[src/rtl/cbc_stream_decrypt_ctrl.sv]
// Byte-serial CBC decrypt sequencer around an external combinational block decryptor.
// Accept -> out_valid after DEC_WAIT+1 cycles; out_ready low parks the byte in EMIT and blocks new input.
module cbc_stream_decrypt_ctrl #(
   parameter int LEN_W    = 8,
   parameter int DEC_WAIT = 1
) (
   input  logic             clk,
   input  logic             rst_n,
   input  logic             start,
   input  logic [3:0]       key,
   input  logic [3:0]       iv,
   input  logic [LEN_W-1:0] len,
   input  logic             in_valid,
   output logic             in_ready,
   input  logic [7:0]       in_data,
   output logic [7:0]       dec_c,
   output logic [3:0]       dec_k,
   output logic [3:0]       dec_iv,
   input  logic [7:0]       dec_p,
   output logic             out_valid,
   input  logic             out_ready,
   output logic [7:0]       out_data,
   output logic             out_last,
   output logic             busy,
   output logic             done
);

   typedef enum logic [2:0] {
      S_IDLE  = 3'd0,
      S_FETCH = 3'd1,
      S_WAIT  = 3'd2,
      S_EMIT  = 3'd3,
      S_DONE  = 3'd4
   } state_t;

   state_t           state, state_nxt;
   logic [3:0]       key_r;
   logic [3:0]       iv_r;
   logic [7:0]       c_r;
   logic [LEN_W-1:0] remaining;
   logic [3:0]       wcnt;
   logic             in_fire;
   logic             wait_end;
   logic             msg_start;

   assign msg_start = (state == S_IDLE) && start && (len != '0);
   assign in_fire   = (state == S_FETCH) && in_valid;
   assign wait_end  = (state == S_WAIT) && (wcnt == 4'd1);

   always_ff @(posedge clk or negedge rst_n) begin
      if (!rst_n) begin
         state <= S_IDLE;
      end else begin
         state <= state_nxt;
      end
   end

   always_comb begin
      state_nxt = state;
      in_ready  = 1'b0;
      out_valid = 1'b0;
      out_last  = 1'b0;
      done      = 1'b0;
      busy      = (state != S_IDLE);
      case (state)
         S_IDLE: begin
            if (msg_start) state_nxt = S_FETCH;
         end
         S_FETCH: begin
            in_ready = 1'b1;
            if (in_valid) state_nxt = S_WAIT;
         end
         S_WAIT: begin
            if (wcnt == 4'd1) state_nxt = S_EMIT;
         end
         S_EMIT: begin
            out_valid = 1'b1;
            out_last  = (remaining == '0);
            if (out_ready) state_nxt = (remaining == '0) ? S_DONE : S_FETCH;
         end
         S_DONE: begin
            done      = 1'b1;
            state_nxt = S_IDLE;
         end
         default: state_nxt = S_IDLE;
      endcase
   end

   // Message context: key fixed per message, IV chains from the previous ciphertext low nibble.
   always_ff @(posedge clk or negedge rst_n) begin
      if (!rst_n) begin
         key_r     <= '0;
         iv_r      <= '0;
         remaining <= '0;
      end else if (msg_start) begin
         key_r     <= key;
         iv_r      <= iv;
         remaining <= len;
      end else if (wait_end) begin
         iv_r      <= c_r[3:0];
         remaining <= remaining - LEN_W'(1);
      end
   end

   // Decryptor operands are registered on accept so they cannot move outside WAIT.
   always_ff @(posedge clk or negedge rst_n) begin
      if (!rst_n) begin
         c_r    <= '0;
         dec_k  <= '0;
         dec_iv <= '0;
         wcnt   <= '0;
      end else if (in_fire) begin
         c_r    <= in_data;
         dec_k  <= key_r;
         dec_iv <= iv_r;
         wcnt   <= 4'(DEC_WAIT);
      end else if (state == S_WAIT) begin
         wcnt   <= wcnt - 4'd1;
      end
   end

   assign dec_c = c_r;

   always_ff @(posedge clk or negedge rst_n) begin
      if (!rst_n) begin
         out_data <= '0;
      end else if (wait_end) begin
         out_data <= dec_p;
      end
   end

endmodule

[config.mk]
export PLATFORM = sky130hd
export DESIGN_NAME = cbc_stream_decrypt_ctrl
export DESIGN_NICKNAME = d
export VERILOG_FILES = /design/src/rtl/cbc_stream_decrypt_ctrl.sv
export SDC_FILE = /design/constraint.sdc
export NUM_CORES = 1
export LEC_CHECK = 0
export CORE_MARGIN = 8
export CORE_UTILIZATION = 47
export CTS_CLUSTER_DIAMETER = 100
export DETAILED_ROUTE_END_ITERATION = 10
export GPL_ROUTABILITY_DRIVEN = 0
export PLACE_DENSITY = 0.9
export SYNTH_ARGS = -nofsm -noshare
export SYNTH_HDL_FRONTEND = slang
export SYNTH_SLANG_ARGS = --single-unit
[constraint.sdc]
create_clock -name clk -period 2.3 [get_ports clk]
set_clock_uncertainty 0.2 [all_clocks]
set_input_delay 0.575 -clock clk [delete_from_list [all_inputs] [get_ports clk]]
set_output_delay 0.575 -clock clk [all_outputs]
set_load 0.05 [all_outputs]
==> run summary <==
The flow ran to the end, but the final reports show violations. The final reports fail on negative setup slack. IR analysis of the VDD net gives a maximum drop of between 0.7 and 0.8 mV. The Yosys step of the flow raised 0 warnings.

The sequential element share of the synthesized area is 0.533. The switching power as a share of total power came out at 0.449. After clock tree synthesis, the clock-pin slew on the worst setup and hold paths is 80 ps. The number of placement rows is 25. Walking the worst path, the cells encountered are or4_4 > nor3_2 > buf_4 > and2_4 > buf_12. The tree is rooted in a sky130_fd_sc_hd__clkbuf_8.

The relative slew slack is 0.659. The H-tree generated during clock tree synthesis spans 2 levels. The worst setup timing slack at the placement stage is -216 ps. The static power due to leakage is 1.40 nW.

The die outline area is ~7000 µm². STA classifies the critical path endpoint as an output port. The number of antenna diodes came out at 0. For the worst-skew pair, the clock arrives at the later sink with an insertion delay of roughly 290 ps. The gate family responsible for the most delay along the worst path is simple AND/OR/NAND/NOR gates. The area of the mapped netlist is 2200 µm². The total wirelength of the detailed-routed design is 5.30 mm. The count of input and output buffers came out at 65. The die span in x is 84.5 µm. The layout-stage area growth over the synthesis result came out at 44.6%. The worst hold margin came out at 43.1 ps. The clock drives 47 sinks. The share of flip-flops with an asynchronous set or reset after synthesis is 1.00. The layout net count is 321. In this run, CTS created clock tree buffers numbering 5. The flip-flop cell with the highest count after synthesis is sky130_fd_sc_hd__dfrtp_1. The first global-routing pass estimated between 8 and 9 mm of wire. The global-route usage over all layers is 0.151.

The initial antenna violation count is 0. For the pin with the worst max-slew slack, the measured transition is 510 ps. The arrival time at the worst endpoint came out at 1750 ps.

The number of setup violations in the final report came out at 1. The number of distinct standard cells referenced by the synthesized netlist is between 40 and 50. The detailed-route via count came out at 1806. Counting every instance in the synthesized netlist gives ~200. In this run the worst hold path is classified as in -> async. The fill cell total of the finished layout is 362. The number of violations reported at the end of detailed-routing iteration 0 came out at 64.

The initial utilization of the core area, before any placement, comes to 0.476. The clock passes through at most 2 buffers. The sum of net half-perimeters after detailed placement came out at 4.13 mm. Entering global routing, the biggest net connects 25 pins.

The number of failing hold endpoints at the final stage came out at 0. The count of state elements after synthesis came out at 47. The number of buffer and inverter stages on the critical path is 2.

The final setup slack of the worst path came out at -222 ps. The average cell area after synthesis is 11.3 µm². The internal power of the cells is about 2.6 mW. The final clock period utilization by the worst path came out at 1.10. The critical path's largest stage delay came out at 560 ps. The top-area cell type share of the netlist area came out at 0.533. The critical path in this run is classified as reg -> out. The count of final max-slew check failures is 0. Setup repair after global routing could not meet its margin everywhere.

The residual DRC count is 0. The net load switching power came out at 2.11 mW. The vertical die dimension came out at 84.5 µm. TritonCTS built the clock tree.

The slowest cell on the critical path is sky130_fd_sc_hd__or4_4. The critical path launch point type is a register. The number of ports placed on the die boundary came out at 66. The largest fanout on the critical path is 3. Of the total power, registers draw 0.314. The core footprint came out at 4630 µm². The largest area contributor in the netlist is sky130_fd_sc_hd__dfrtp_1. Across the run, the number of max-cap violations was 0. The footprint of the multi-input gates came out at 941 µm². The number of global-route vias before repair is 1888. The cts-stage hold buffer count is 0. The ratio of total power to cell area came out at 1470 nW/µm².

The average via count per standard cell came out at roughly 5.4. The setup TNS is -222 ps. The final core utilization came out at 0.688. The area taken by flip-flops and latches came out at 1180 µm².

After global routing the overflow that remains totals 0. STA puts the critical path data required time at 1520 ps. The combinational fraction of design power is 0.577. For this run, the detailed router's first-pass iteration total came to 4. The synthesized net count is 235. Dividing the detail-routed wire length by the instance count gives 15.8 µm. Counting I/O delays and the setup requirement, the final critical path takes 2520 ps. The remaining antenna violation count is 0. The share of cells above drive strength 1 is 0.273. The fraction of power consumed by the clock network is 0.109. The fmax came out at 0.396 GHz. After synthesis, the cell types taking the most area are sky130_fd_sc_hd__dfrtp_1 53%, sky130_fd_sc_hd__mux2_2 10%, sky130_fd_sc_hd__nand2_1 4.9%. The number of enable-type register cells in the synthesized netlist is 0.
[layout by cell type (no fill, tap or decap), types with 4 or more instances in the layout]
cell type and count:
sky130_fd_sc_hd__a21oi_1 10, sky130_fd_sc_hd__a22oi_1 4, sky130_fd_sc_hd__buf_12 6, sky130_fd_sc_hd__buf_4 29
sky130_fd_sc_hd__clkbuf_8 6, sky130_fd_sc_hd__clkdlybuf4s50_1 53, sky130_fd_sc_hd__dfrtp_1 47, sky130_fd_sc_hd__inv_1 9
sky130_fd_sc_hd__mux2_2 20, sky130_fd_sc_hd__nand2_1 29, sky130_fd_sc_hd__nor2_1 6, sky130_fd_sc_hd__nor4_1 4
sky130_fd_sc_hd__o21ai_0 5, sky130_fd_sc_hd__o21ai_1 4
[metrics by stage]
step                std cells  total power, mW  instance area (µm²)
floorplan                 195             3.22                 2210
global placement          327             4.11                 3080
detailed placement        327             4.19                 3080
CTS                       336             4.73                 3190
global route              336             4.98                 3190
finish                    336             4.69                 3190
[layout make-up]
type / instances / area share
Sequential cell: 47 / 0.369
Multi-Input combinational cell: 129 / 0.295
Timing Repair Buffer: 89 / 0.274
Clock buffer: 7 / 0.0271
Tap cell: 54 / 0.0212
Inverter: 9 / 0.0106
Clock inverter: 1 / 0.00275
[timing repair]
| action | 4_1_cts | 5_1_grt |
|---|---|---|
| pin swaps | 2 | 0 |
| buffers inserted | 1 | 0 |
| resized for setup | 3 | 0 |
| hold endpoints to repair | 0 | 0 |
| endpoints found under the setup margin | 2 | 1 |
| cloned | 0 | 0 |
[final timing paths]
kind                       slack (ps)    startpoint            to  depth (start not counted)
setup / recovery                 -220  remaining[4]      out_last                          5
hold / removal                     40         rst_n   out_data[4]                          1
setup reg to reg                  120       wcnt[1]  remaining[1]                          6
hold reg to reg                   280   out_data[3]   out_data[3]                          2
max in group asynchronous        1270         rst_n  remaining[5]                          2
min in group clk                  280   out_data[3]   out_data[3]                          2
[per-layer routing]
layer,global-route usage,up-vias,wire length [µm]
met1,0.171,897,2190
met2,0.262,50,2740
met3,0.0390,6,298
li1,-,853,-
met5,0,-,0
met4,0.0615,0,74
[power by group through the flow]
stage	registers, mW	clock network, mW	logic [mW]
floorplan	2.18	0	1.04
global placement	1.47	0	2.64
detailed placement	1.49	0	2.70
CTS	1.48	0.525	2.73
global route	1.53	0.559	2.89
finish	1.48	0.511	2.71
[synthesized netlist by cell type, types with 3 or more instances]
cell,count
sky130_fd_sc_hd__ha_1,3
sky130_fd_sc_hd__a311oi_1,3
sky130_fd_sc_hd__a21oi_1,10
sky130_fd_sc_hd__buf_6,3
sky130_fd_sc_hd__o21ai_0,5
sky130_fd_sc_hd__buf_2,4
sky130_fd_sc_hd__nor2b_1,3
sky130_fd_sc_hd__mux2_2,20
sky130_fd_sc_hd__a22oi_1,4
sky130_fd_sc_hd__nand2_1,29
sky130_fd_sc_hd__nor4_1,4
sky130_fd_sc_hd__inv_1,9
sky130_fd_sc_hd__nor2_1,6
sky130_fd_sc_hd__and2_1,3
sky130_fd_sc_hd__o21ai_1,4
sky130_fd_sc_hd__dfrtp_1,47
sky130_fd_sc_hd__nor3_1,3
[registers in the layout, summed over array words and instances, names as in the netlist]
| register | flops |
|---|---|
| dec_k | 4 |
| out_data | 8 |
| dec_iv | 4 |
| state | 3 |
| remaining | 8 |
| dec_c | 8 |
| wcnt | 4 |
| iv_r | 4 |
| key_r | 4 |
[logic make-up after synthesis]
kind of cell / Yosys count / synth area share
and+or+nand+nor: 65 / 0.159
DFF: 47 / 0.533
AOI/OAI and AO/OA: 34 / 0.109
muxes: 23 / 0.117
buffers and inverters: 19 / 0.0482
xor gates and xnor gates: 4 / 0.0159
adders and majority gates: 3 / 0.0170
Power figures use the tool's default switching activity.
